==> src/rtl/usr_cmd_sequencer_if.sv <==
// Command-side and shift-register-side signal bundle for usr_cmd_sequencer.
// Handshake: a command transfers on a rising edge where cmd_valid and cmd_ready are both high;
// the master holds cmd_valid and all cmd_* fields stable until that edge, and cmd_valid never depends on cmd_ready.
interface usr_cmd_sequencer_if #(
   parameter int WIDTH = 4,
   parameter int CNT_W = 3
);
   logic             cmd_valid;
   logic             cmd_ready;
   logic [1:0]       cmd_op;
   logic [WIDTH-1:0] cmd_data;
   logic [CNT_W-1:0] cmd_count;
   logic             cmd_fill;
   logic [1:0]       mode;
   logic [WIDTH-1:0] data_in;
   logic             serial_in_left;
   logic             serial_in_right;
   logic [WIDTH-1:0] usr_q;
   logic [WIDTH-1:0] result;
   logic             done;

   modport slave (
      input  cmd_valid, cmd_op, cmd_data, cmd_count, cmd_fill, usr_q,
      output cmd_ready, mode, data_in, serial_in_left, serial_in_right, result, done
   );

   modport master (
      output cmd_valid, cmd_op, cmd_data, cmd_count, cmd_fill, usr_q,
      input  cmd_ready, mode, data_in, serial_in_left, serial_in_right, result, done
   );
endinterface

==> src/rtl/usr_cmd_sequencer.sv <==
// Turns load / shift-N commands into cycle-by-cycle mode, data and serial drive for a universal
// shift register, then captures its output and pulses done.
module usr_cmd_sequencer #(
   parameter int WIDTH = 4,
   parameter int CNT_W = 3
) (
   input  logic                 clk,
   input  logic                 reset,
   usr_cmd_sequencer_if.slave   bus,
   output logic [1:0]           state_dbg
);

   typedef enum logic [1:0] {
      IDLE   = 2'd0,
      LOAD   = 2'd1,
      SHIFT  = 2'd2,
      SETTLE = 2'd3
   } state_t;

   localparam logic [1:0] OP_LOAD  = 2'b00;
   localparam logic [1:0] OP_SHL   = 2'b10;
   localparam logic [1:0] OP_LDSHR = 2'b11;

   state_t           state;
   state_t           state_nxt;
   logic             armed;
   logic [1:0]       op_q;
   logic [WIDTH-1:0] data_q;
   logic [CNT_W-1:0] count_q;
   logic             fill_q;
   logic [CNT_W-1:0] remaining;
   logic [WIDTH-1:0] result_q;
   logic             done_q;
   logic             accept;
   logic             load_rem;

   // armed keeps cmd_ready low until the first edge after reset is released
   assign bus.cmd_ready = armed && (state == IDLE);
   assign accept        = bus.cmd_valid && bus.cmd_ready;
   assign load_rem      = (state_nxt == SHIFT) && (state != SHIFT);
   assign bus.result    = result_q;
   assign bus.done      = done_q;
   assign state_dbg     = state;

   always_ff @(posedge clk or posedge reset) begin
      if (reset) begin
         state     <= IDLE;
         armed     <= 1'b0;
         op_q      <= 2'b00;
         data_q    <= '0;
         count_q   <= '0;
         fill_q    <= 1'b0;
         remaining <= '0;
         result_q  <= '0;
         done_q    <= 1'b0;
      end else begin
         state  <= state_nxt;
         armed  <= 1'b1;
         done_q <= (state == SETTLE);
         if (state == SETTLE) begin
            result_q <= bus.usr_q;
         end
         if (accept) begin
            op_q    <= bus.cmd_op;
            data_q  <= bus.cmd_data;
            count_q <= bus.cmd_count;
            fill_q  <= bus.cmd_fill;
         end
         // On entry from IDLE the latched count is not yet visible, so take it from the bus
         if (load_rem) begin
            remaining <= (state == IDLE) ? bus.cmd_count : count_q;
         end else if (state == SHIFT) begin
            remaining <= remaining - CNT_W'(1);
         end
      end
   end

   always_comb begin
      state_nxt           = state;
      bus.mode            = 2'b00;
      bus.data_in         = '0;
      bus.serial_in_left  = 1'b0;
      bus.serial_in_right = 1'b0;
      case (state)
         IDLE: begin
            if (accept) begin
               if (bus.cmd_op == OP_LOAD || bus.cmd_op == OP_LDSHR) begin
                  state_nxt = LOAD;
               end else if (bus.cmd_count != '0) begin
                  state_nxt = SHIFT;
               end else begin
                  state_nxt = SETTLE;
               end
            end
         end
         LOAD: begin
            bus.mode    = 2'b11;
            bus.data_in = data_q;
            state_nxt   = (op_q == OP_LDSHR && count_q != '0) ? SHIFT : SETTLE;
         end
         SHIFT: begin
            if (op_q == OP_SHL) begin
               bus.mode           = 2'b10;
               bus.serial_in_left = fill_q;
            end else begin
               bus.mode            = 2'b01;
               bus.serial_in_right = fill_q;
            end
            if (remaining == CNT_W'(1)) begin
               state_nxt = SETTLE;
            end
         end
         SETTLE: begin
            state_nxt = IDLE;
         end
         default: begin
            state_nxt = IDLE;
         end
      endcase
   end

endmodule

==> src/flat_wrapper.sv <==
// flat-port wrapper written by rule: the top's interface ports become plain ports
module usr_cmd_sequencer_flat 
#(
   parameter int WIDTH = 4,
   parameter int CNT_W = 3
)
  (clk, reset, state_dbg, bus_cmd_valid, bus_cmd_op, bus_cmd_data, bus_cmd_count, bus_cmd_fill, bus_usr_q, bus_cmd_ready, bus_mode, bus_data_in, bus_serial_in_left, bus_serial_in_right, bus_result, bus_done);
  usr_cmd_sequencer_if #(.WIDTH(WIDTH), .CNT_W(CNT_W)) bus_i ();
  input  logic clk;
  input  logic reset;
  output logic [1:0] state_dbg;
  input wire logic [$bits(bus_i.cmd_valid)-1:0] bus_cmd_valid;
  input wire logic [$bits(bus_i.cmd_op)-1:0] bus_cmd_op;
  input wire logic [$bits(bus_i.cmd_data)-1:0] bus_cmd_data;
  input wire logic [$bits(bus_i.cmd_count)-1:0] bus_cmd_count;
  input wire logic [$bits(bus_i.cmd_fill)-1:0] bus_cmd_fill;
  input wire logic [$bits(bus_i.usr_q)-1:0] bus_usr_q;
  output wire logic [$bits(bus_i.cmd_ready)-1:0] bus_cmd_ready;
  output wire logic [$bits(bus_i.mode)-1:0] bus_mode;
  output wire logic [$bits(bus_i.data_in)-1:0] bus_data_in;
  output wire logic [$bits(bus_i.serial_in_left)-1:0] bus_serial_in_left;
  output wire logic [$bits(bus_i.serial_in_right)-1:0] bus_serial_in_right;
  output wire logic [$bits(bus_i.result)-1:0] bus_result;
  output wire logic [$bits(bus_i.done)-1:0] bus_done;
  assign bus_i.cmd_valid = bus_cmd_valid;
  assign bus_i.cmd_op = bus_cmd_op;
  assign bus_i.cmd_data = bus_cmd_data;
  assign bus_i.cmd_count = bus_cmd_count;
  assign bus_i.cmd_fill = bus_cmd_fill;
  assign bus_i.usr_q = bus_usr_q;
  assign bus_cmd_ready = bus_i.cmd_ready;
  assign bus_mode = bus_i.mode;
  assign bus_data_in = bus_i.data_in;
  assign bus_serial_in_left = bus_i.serial_in_left;
  assign bus_serial_in_right = bus_i.serial_in_right;
  assign bus_result = bus_i.result;
  assign bus_done = bus_i.done;
  usr_cmd_sequencer #(.WIDTH(WIDTH), .CNT_W(CNT_W)) u_core (.clk(clk), .reset(reset), .bus(bus_i), .state_dbg(state_dbg));
endmodule
==> config.mk <==
export PLATFORM = sky130hd
export DESIGN_NAME = usr_cmd_sequencer_flat
export DESIGN_NICKNAME = d
export VERILOG_FILES = /design/src/rtl/usr_cmd_sequencer_if.sv /design/src/rtl/usr_cmd_sequencer.sv /design/src/flat_wrapper.sv
export SDC_FILE = /design/constraint.sdc
export NUM_CORES = 1
export LEC_CHECK = 0
export ABC_AREA = 1
export CORE_ASPECT_RATIO = 0.6
export CORE_MARGIN = 4
export CORE_UTILIZATION = 50
export DETAILED_ROUTE_END_ITERATION = 12
export PLACE_DENSITY = 0.79
export SYNTH_ARGS = -nofsm -noshare
export SYNTH_HDL_FRONTEND = slang
export SYNTH_SLANG_ARGS = --single-unit
==> constraint.sdc <==
create_clock -name clk -period 2.5 [get_ports clk]
set_input_delay 0.25 -clock clk [delete_from_list [all_inputs] [get_ports clk]]
set_output_delay 0.25 -clock clk [all_outputs]
set_load 0.05 [all_outputs]
==> impl_metrics.yaml <==
setup_path:
  start_kind: "flip-flop"
  worstPathCellList: "inv_1, ha_1, nand2_1, inv_1, clkdlybuf4s50_1"
  cp_data_required_time_ps: 2250
  critPathSlowestCell: "clkdlybuf4s50_1"
  crit_type: "reg2out"
  rrSetupSlack_ps: 500
  critical_path_arrival_ps: 2110
  crit_top_cell: "inv_1"
  cp_max_fo: 7
  cp_slowest_stage_delay_ps: 790
  cp-end-kind: "primary output"
cts:
  cts_tree: "built"
  cts_max_level: 1
  cts_sinks: 21
  cts_root_buf: "clkbuf_8"
  cts_hold_buf: 0
  cts_buffers: 3
  cts.clk_slew.worst_paths_ps: 70
  clockBufferDepth: 2
  clock_latency_ps: 260
timing:
  max_freq_mhz: 423.5
  min_period_ps: 2362
  setup_tns_ps: 0
  setup_ws_ps: 138.5
  rsz0062_at_grt: "no"
  finalClockSkew_ps: 3.686
  setup_viol_count_final: 0
  worst_pin_slew_ps: 800.9
  max-slew-margin-rel_pct: 46.55
  finalHoldViolCount: 0
  finalMaxSlewViolations: 0
  hold_ws_ps: 440.8
  finalCritPeriodShare_pct: 94.46
finish:
  area_growth_pct: 34.32
  utilization_pct: 71.72
  fill_cells: 160
  drive_gt1_share_pct: 11.24
  antenna_cells: 0
  final_cells: 208
  nNetsFinal: 203
  finalInstanceArea_um2: 1587
routing:
  highest_layer: "met4"
  drc: 0
  postRouteAntennaNets: 0
  initialDrtViolationCount: 46
  wl_met1_mm: 1.259
  dr.pass1.iters: 6
  vias: 999
  routed_wl_mm: 2.633
  post_drt_wl_per_cell_um: 12.66
  routed-wl-met3_um: 136
  viasPerCell: 4.803
  wl_met2_mm: 1.224
grt:
  overflow: 0
  grt_pass1_vias: 1015
  grt_max_degree: 22
  antenna_found_initial: 0
  grt_usage_pct: 18.58
  grt_pass1_wl_mm: 4.567
logic_synthesis:
  synth.most_common_cell: "nand2_1"
  synth_ff_type: "dfrtp_1"
  ys_ff_latch: 21
  syn_nets: 167
  synth-simple-area-share_pct: 26.48
  netlist_instances: 143
  yosysSeqAreaShare_pct: 44.49
  synth_edf_count: 0
  synth_compound_area_share_pct: 6.568
  syn_avg_cell_area_um2: 8.260
  yosysUniqueCellTypes: 24
  synth.area.mux_share_pct: 4.661
  synth.largest_area_cell: "dfrtp_1"
  synthAdderAreaFrac_pct: 7.415
  synthArstFlopShare_pct: 100.0
  ys_warn_count: 0
  synth_top_family_by_area: "simple AND/OR/NAND/NOR gates"
  ys_top_cells_by_count: "47 x nand2_1, 24 x inv_1, 21 x dfrtp_1"
  synth-xor-area-share_pct: 0.7415
  synthesis.area_um2: 1181
  ys_top_cells_by_area: "dfrtp_1 44%, nand2_1 15%, inv_1 7.6%"
  synth_top_area_share_pct: 44.49
placed_design:
  gp_congestion: 0.8668
  port_buffers: 32
  dpl_worst_slack_ps: 336.9
  placed_area_um2: 1531
  place_inst: 204
  place_hpwl_mm: 2.104
hold_path:
  hold_path.class: "in2async"
die:
  rows: 13
  num_io_pins: 33
  dieHeight_um: 45.65
  coreArea_um2: 2212
  die_w_um: 70.75
  initial_core_util_pct: 53.39
  dieArea_um2: 3230
pwr:
  p_leak_nw: 0.8794
  p_total_mw: 2.119
  vdd_drop_max_v: 0.0008039
  powerDensity_nw_per_um2: 1336
outcome:
  outcome: "completed"
run:
  maxCapViolations: 0
## cells in the final DEF (no fill, tap or decap), types with 2 or more instances in the layout
| cell | n |
|---|---|
| inv_1 | 24 |
| nand2_2 | 4 |
| ha_1 | 7 |
| dlymetal6s2s_1 | 4 |
| clkdlybuf4s50_1 | 28 |
| clkbuf_8 | 3 |
| nand2_1 | 47 |
| nand3_1 | 8 |
| a21oi_1 | 3 |
| nor2_1 | 3 |
| nand3_2 | 2 |
| mux2_2 | 4 |
| dfrtp_1 | 21 |
| o21ai_0 | 7 |
## sequential cells by signal (all words and copies together), names as in the netlist
signal	count
u_core.armed	1
u_core.state_dbg	2
u_core.data_q	4
u_core.bus.result	4
u_core.op_q	2
u_core.count_q	3
u_core.bus.done	1
u_core.remaining	3
u_core.fill_q	1
## cells by family (layout without fill, tap and decap cells)
group | Yosys count | after routing
compound gates | 12 | 12
xor+xnor | 1 | 1
fa+ha+maj | 7 | 7
buf+inv | 27 | 62
flops | 21 | 21
mux | 5 | 5
other cells | 1 | 1
simple gates | 69 | 69
## worst max-delay path: cells and delay by family, from the launching register on
family / cells / cell delay (ps)
and+or+nand+nor: 1 / 90
buffers and inverters: 3 / 1000
DFF: 1 / 420
adders and majority gates: 1 / 340
## layer usage
layer / track usage (%) / vias to the layer above
met3: 5.947 / 2
li1: - / 503
met1: 23.76 / 465
met4: 3.371 / 0
met2: 31.86 / 29
met5: 0 / -
## area by class of cell
| type | count | area, um2 | share of cell area, % |
|---|---|---|---|
| Multi-Input combinational cell | 95 | 545.5 | 34.38 |
| Clock buffer | 4 | 45.04 | 2.839 |
| Tap cell | 30 | 37.54 | 2.366 |
| Inverter | 25 | 95.09 | 5.994 |
| Timing Repair Buffer | 33 | 337.8 | 21.29 |
| Sequential cell | 21 | 525.5 | 33.12 |
## path summary, 6_finish.rpt
kind / start / end / depth (start not counted)
max: u_core.state_dbg[0] / bus_cmd_ready / 5
min: reset / u_core.state_dbg[0] / 2
max reg2reg: u_core.state_dbg[0] / u_core.remaining[0] / 10
min reg2reg: u_core.data_q[2] / u_core.data_q[2] / 2
max in group asynchronous: reset / u_core.count_q[1] / 2
min in group clk: u_core.data_q[2] / u_core.data_q[2] / 2
## timing repair
item,in CTS,in global routing
setup buffers,0,0
setup endpoints to repair,0,4
gates resized for setup,0,4
## power by group
part | internal (mW) | total (mW) | switching [mW] | leakage (nW)
Combinational | 0.461 | 1.30 | 0.842 | 0.600
Clock | 0.113 | 0.219 | 0.105 | 0.0228
Sequential | 0.498 | 0.597 | 0.0984 | 0.257
Total | 1.07 | 2.12 | 1.05 | 0.879
Power figures use the tool's default switching activity.
